`src/rtl/neopixel_driver_if.sv`:
```
// Host-side bus of the NeoPixel driver: pixel writes, frame start, ready and the serial line.
// Handshake: load and go are sampled on every rising clock edge but take effect only while ready=1;
// there is no per-transfer acknowledge, and ready=0 means both strobes are dropped silently.
interface neopixel_driver_if;
  logic [2:0] pixel;
  logic [7:0] red;
  logic [7:0] green;
  logic [7:0] blue;
  logic       load;
  logic       go;
  logic       ready;
  logic       neo_data;

  modport master (
    output pixel, red, green, blue, load, go,
    input  ready, neo_data
  );

  modport slave (
    input  pixel, red, green, blue, load, go,
    output ready, neo_data
  );
endinterface

```
`src/rtl/neopixel_driver.sv`:
```
// WS2812-class serial driver: 8-entry GRB frame buffer streamed as pulse-width-encoded NRZ bits,
// followed by a low latch period.
module neopixel_driver #(
  parameter int CLK_PER_BIT  = 63,
  parameter int T0H          = 18,
  parameter int T1H          = 35,
  parameter int LATCH_CYCLES = 2500,
  parameter int NUM_PX       = 8
) (
  input  logic              clock,
  input  logic              reset,
  neopixel_driver_if.slave  bus,
  output logic [1:0]        state_dbg
);

  localparam int CMAX = (LATCH_CYCLES > CLK_PER_BIT) ? LATCH_CYCLES : CLK_PER_BIT;
  localparam int CW   = $clog2(CMAX + 1);
  localparam int PW   = (NUM_PX > 1) ? $clog2(NUM_PX) : 1;

  localparam logic [CW-1:0] T0_LAST    = CW'(T0H - 1);
  localparam logic [CW-1:0] T1_LAST    = CW'(T1H - 1);
  localparam logic [CW-1:0] BIT_LAST   = CW'(CLK_PER_BIT - 1);
  localparam logic [CW-1:0] LATCH_LAST = CW'(LATCH_CYCLES - 1);
  localparam logic [PW-1:0] PX_LAST    = PW'(NUM_PX - 1);
  localparam logic [4:0]    BIT_MSB    = 5'd23;

  generate
    if (!((T0H < T1H) && (T1H < CLK_PER_BIT))) begin : g_bad_timing
      $error("neopixel_driver: require T0H < T1H < CLK_PER_BIT");
    end
  endgenerate

  typedef enum logic [1:0] {
    IDLE  = 2'd0,
    HIGH  = 2'd1,
    LOW   = 2'd2,
    LATCH = 2'd3
  } state_t;

  state_t        state;
  logic [PW-1:0] px_ct;
  logic [4:0]    bit_ct;
  logic [CW-1:0] cyc_ct;
  logic [23:0]   buffer [NUM_PX];

  logic          cur_bit;
  logic [CW-1:0] high_last;

  // Buffer cannot change mid-frame, so the selected bit is stable for the whole bit period.
  assign cur_bit   = buffer[px_ct][BIT_MSB - bit_ct];
  assign high_last = cur_bit ? T1_LAST : T0_LAST;

  assign bus.ready = (state == IDLE);
  assign state_dbg = state;

  always_ff @(posedge clock or posedge reset) begin
    if (reset) begin
      state        <= IDLE;
      px_ct        <= '0;
      bit_ct       <= '0;
      cyc_ct       <= '0;
      bus.neo_data <= 1'b0;
      for (int i = 0; i < NUM_PX; i++) begin
        buffer[i] <= 24'h000000;
      end
    end else begin
      case (state)
        IDLE: begin
          bus.neo_data <= 1'b0;
          if (bus.load) begin
            buffer[bus.pixel] <= {bus.green, bus.red, bus.blue};
          end
          if (bus.go) begin
            state        <= HIGH;
            px_ct        <= '0;
            bit_ct       <= '0;
            cyc_ct       <= '0;
            bus.neo_data <= 1'b1;
          end
        end

        HIGH: begin
          // cyc_ct keeps running through the low part so the bit period is one count.
          cyc_ct <= cyc_ct + 1'b1;
          if (cyc_ct == high_last) begin
            state        <= LOW;
            bus.neo_data <= 1'b0;
          end
        end

        LOW: begin
          if (cyc_ct == BIT_LAST) begin
            cyc_ct <= '0;
            if (bit_ct < BIT_MSB) begin
              bit_ct       <= bit_ct + 1'b1;
              state        <= HIGH;
              bus.neo_data <= 1'b1;
            end else if (px_ct < PX_LAST) begin
              bit_ct       <= '0;
              px_ct        <= px_ct + 1'b1;
              state        <= HIGH;
              bus.neo_data <= 1'b1;
            end else begin
              state        <= LATCH;
              bus.neo_data <= 1'b0;
            end
          end else begin
            cyc_ct <= cyc_ct + 1'b1;
          end
        end

        LATCH: begin
          bus.neo_data <= 1'b0;
          if (cyc_ct == LATCH_LAST) begin
            cyc_ct <= '0;
            state  <= IDLE;
          end else begin
            cyc_ct <= cyc_ct + 1'b1;
          end
        end

        default: begin
          state        <= IDLE;
          bus.neo_data <= 1'b0;
        end
      endcase
    end
  end

endmodule
```
`src/flat_wrapper.sv`:
```
// flat-port wrapper written by rule: the top's interface ports become plain ports
module neopixel_driver_flat 
#(
  parameter int CLK_PER_BIT  = 63,
  parameter int T0H          = 18,
  parameter int T1H          = 35,
  parameter int LATCH_CYCLES = 2500,
  parameter int NUM_PX       = 8
)
  (clock, reset, state_dbg, bus_pixel, bus_red, bus_green, bus_blue, bus_load, bus_go, bus_ready, bus_neo_data);
  neopixel_driver_if bus_i ();
  input  logic clock;
  input  logic reset;
  output logic [1:0] state_dbg;
  input wire logic [$bits(bus_i.pixel)-1:0] bus_pixel;
  input wire logic [$bits(bus_i.red)-1:0] bus_red;
  input wire logic [$bits(bus_i.green)-1:0] bus_green;
  input wire logic [$bits(bus_i.blue)-1:0] bus_blue;
  input wire logic [$bits(bus_i.load)-1:0] bus_load;
  input wire logic [$bits(bus_i.go)-1:0] bus_go;
  output wire logic [$bits(bus_i.ready)-1:0] bus_ready;
  output wire logic [$bits(bus_i.neo_data)-1:0] bus_neo_data;
  assign bus_i.pixel = bus_pixel;
  assign bus_i.red = bus_red;
  assign bus_i.green = bus_green;
  assign bus_i.blue = bus_blue;
  assign bus_i.load = bus_load;
  assign bus_i.go = bus_go;
  assign bus_ready = bus_i.ready;
  assign bus_neo_data = bus_i.neo_data;
  neopixel_driver #(.CLK_PER_BIT(CLK_PER_BIT), .T0H(T0H), .T1H(T1H), .LATCH_CYCLES(LATCH_CYCLES), .NUM_PX(NUM_PX)) u_core (.clock(clock), .reset(reset), .bus(bus_i), .state_dbg(state_dbg));
endmodule
```
`config.mk`:
```
export PLATFORM = sky130hd
export DESIGN_NAME = neopixel_driver_flat
export DESIGN_NICKNAME = d
export VERILOG_FILES = /design/src/rtl/neopixel_driver_if.sv /design/src/rtl/neopixel_driver.sv /design/src/flat_wrapper.sv
export SDC_FILE = /design/constraint.sdc
export NUM_CORES = 1
export LEC_CHECK = 0
export CAP_MARGIN = 20
export CORE_UTILIZATION = 51
export CTS_BUF_LIST = sky130_fd_sc_hd__clkbuf_8
export DETAILED_ROUTE_END_ITERATION = 8
export PLACE_DENSITY = 0.66
export SLEW_MARGIN = 40
export SYNTH_ARGS = -nofsm -noshare
export SYNTH_HDL_FRONTEND = slang
export SYNTH_SLANG_ARGS = --single-unit
```
`constraint.sdc`:
```
create_clock -name clock -period 8.5 [get_ports clock]
set_input_delay 0.85 -clock clock [delete_from_list [all_inputs] [get_ports clock]]
set_output_delay 0.85 -clock clock [all_outputs]
set_load 0.01 [all_outputs]
```
==> results.toml <==
[clocking]
clk_path_buf_depth = 3
clk_pin_slew_ns = 0.06
htree_levels = 2
cts_root_buf = "clkbuf_8"
cts_tree = "yes"
clock-sinks = 215
cts_buffers = 37
cts_resized = 0
post-cts-setup-buffer-count = 0
clk_latency_ns = 0.53
cts_hold_buf = 0

[sta]
slew_headroom_pct = 46.39
skew_ns = 0.01317
drv_slew = 0
tightest_slew_ns = 0.8042
rsz0062_at_grt = "false"
max_freq_ghz = 0.2752
hold_viol = 0
setup_viol = 0
fin_setup_tns_ns = 0
fin_crit_ns = 3.633
fin_crit_sh_pct = 42.74
timing.final.ws_setup_ns = 4.867

[logic_synthesis]
synth_xor_area_share_pct = 0.6082
yosysTopAreaCell = "dfrtp_1"
syn_inst = 705
synth_edf_count = 0
synth_top_family_by_area = "multiplexers"
synth-simple-area-share_pct = 5.251
synthMuxAreaShare_pct = 33.35
async_reset_ff_share_pct = 100.0
ys.warnings.count = 0
ys.flop_type = "dfrtp_1"
synthesis.nets = 742
synth_top_cell_area_share_pct = 53.38
synth_area_um2 = 10080
synth_area_leaders = "dfrtp_1 (53%), mux2_2 (22%), mux4_2 (10%), mux2i_1 (1.3%), nand2_1 (1.2%)"
avgSynthCellArea_um2 = 14.30
synth_compound_area_share_pct = 4.245
yosys.area_share.adder_pct = 0.7448
synth.distinct_cells = 45
ys_seq_area_share_pct = 53.38
ys_ff_latch = 215

[pwr]
leakagePower_nw = 5.327
p_per_area_nw_per_um2 = 264.9
p_sw_w = 0.0008699
p_int_w = 0.002150
vdd_drop_max_mv = 0.1225
p_clk_share_pct = 29.0
pwr-share-comb_pct = 22.5
p_seq_share_pct = 48.6
sw_frac_of_total_pct = 28.80

[route]
drt_iter0_drc = 368
drc_errors = 0
vias = 6225
post_drt_wl_per_cell_um = 21.26
wirelength_mm = 22.14
dr.pass1.iters = 5
vias_per_cell = 5.980
ant_nets = 0

[grt]
track_usage_pct = 23.53
grt_pass1_wl_mm = 36.45
overflow = 0
grt_max_degree = 144
antenna_found_initial = 0
grt_pass1_vias = 6635

[cells_and_area]
n_fill_cell = 1545
drive_gt1_share_pct = 39.82
fin_nets = 786
multi_input_area_um2 = 4464
regArea_um2 = 5384
n_antenna_cell = 0
synthToLayoutAreaGrowth_pct = 13.10

[floorplanning]
coreArea_um2 = 19400
dieHeight_um = 142.6
initial_utilization_pct = 51.96
rows = 51
die_w_um = 142.6
die_area_um2 = 20330
io-pin-count = 35

[critical_path]
crit_path_end_kind = "register"
critPathKind = "register to register"
required_ns = 8.90
reg2reg_depth = 9
cp-start-kind = "register"
path_max_fanout = 42
crit_arrival_ns = 4.04

[run_status]
status = "finished clean"

[placed_design]
place_congestion = 0.7761
io_buffers = 34
dpl.hpwl_mm = 13.32
post-place-ws_ns = 4.793

[hold_path]
min_path_type = "register to register"
min_path_cells = 1

[run]
maxCapViolCount = 0
==> logic make-up (layout without fill, tap and decap cells) <==
family,Yosys count,in the layout
AND/OR/NAND/NOR,108,108
XOR/XNOR,7,7
flip-flops,215,215
multiplexers,254,254
adder cells (fa/ha/maj),6,6
buffers and inverters,53,124
AO/OA/AOI/OAI,62,62
==> placed cells by master (no fill, tap or decap), types with 3 or more instances in the layout <==
cell               n
dfrtp_1          212
inv_1             26
clkdlybuf4s50_1   34
clkbuf_8          45
a22oi_1            4
dfrtp_2            3
nand4_1            4
nor3b_1            3
nand2_1           33
a311oi_1           3
a21oi_1            6
ha_1               6
nor2b_1           10
nor2_1            20
nand3_1           11
o41ai_1            3
mux2_2           195
nor4_1             3
and3_1             6
nand2b_1           6
nor3_1             6
o22ai_1            5
mux4_2            46
o21ai_0           18
buf_4             11
mux2i_1           13
xor2_1             6
a2111oi_0          6
==> stage by stage <==
| step | hold slack [ns] | area (um2) | power, W | utilization [%] | cells |
|---|---|---|---|---|---|
| 2_1_floorplan | 0.4712 | 10080 | 0.001959 | - | 705 |
| 3_3_place_gp | 0.4806 | 10650 | 0.002110 | 54.90 | 974 |
| 3_5_place_dp | 0.4874 | 10660 | 0.002163 | 54.97 | 974 |
| 4_1_cts | 0.5009 | 11370 | 0.003050 | 58.60 | 1040 |
| 5_1_grt | 0.5179 | 11400 | 0.003197 | 58.77 | 1041 |
| 6_report | 0.4990 | 11400 | 0.003020 | 58.77 | 1041 |
==> power by group through the flow <==
| stage | sequential [W] | clock [W] | combinational (W) |
|---|---|---|---|
| floorplan | 0.00140 | 0 | 0.000556 |
| global placement | 0.00146 | 0 | 0.000652 |
| detailed placement | 0.00148 | 0 | 0.000682 |
| CTS | 0.00146 | 0.000902 | 0.000686 |
| global route | 0.00150 | 0.000949 | 0.000746 |
| finish | 0.00147 | 0.000875 | 0.000678 |
==> worst max-delay path, stage by stage, from the launching register on <==
cell and delay, ns:
dfrtp_2 0.48, buf_4 0.64, mux4_2 0.59, o22ai_1 0.17
nor3_1 0.07, a2111oi_0 0.61, a311oi_1 0.13, o31ai_2 0.33
mux2i_1 0.16, a311o_1 0.33
==> final timing paths <==
kind | from | end | slack, ns
max in group asynchronous | reset | u_core.px_ct[0] | 6.86
setup reg to reg | u_core.px_ct[0] | u_core.bus.neo_data | 4.87
min in group asynchronous | reset | u_core.cyc_ct[8] | 0.74
hold / removal | u_core.buffer[70] | u_core.buffer[70] | 0.50
setup / recovery | u_core.px_ct[0] | u_core.bus.neo_data | 4.87
hold reg to reg | u_core.buffer[70] | u_core.buffer[70] | 0.50
==> cell usage after synthesis (7+ instances only) <==
library cell and n:
a21oi_1 7, buf_2 9, clkbuf_1 21, dfrtp_1 215, inv_1 9, mux2_2 195, mux2i_1 13, mux4_2 46
nand2_1 33, nand3_1 11, nor2_1 20, nor2b_1 10, nor3_1 7, o21ai_0 18
==> layer usage <==
metal / routed length (um) / GRT usage, % / vias up
met5: 0 / 0 / -
met4: 499 / 8.036 / 0
met3: 968 / 4.105 / 45
met2: 11270 / 39.83 / 134
met1: 9400 / 30.67 / 3304
li1: - / - / 2742
==> cell type report <==
type                            instances  share of cell area, %
Inverter                               11                 0.4720
Tap cell                              265                  2.909
Sequential cell                       215                  47.23
Timing Repair Buffer                   47                  4.050
Multi-Input combinational cell        437                  39.16
Clock inverter                         21                 0.7463
Clock buffer                           45                  5.433
==> state kept, by name, summed over array words and instances, names as in the netlist <==
register             count
u_core.cyc_ct           12
u_core.px_ct             3
u_core.bit_ct            5
u_core.buffer          192
u_core.bus.neo_data      1
u_core.state_dbg         2
No activity file was read; power rests on OpenSTA's default activity.
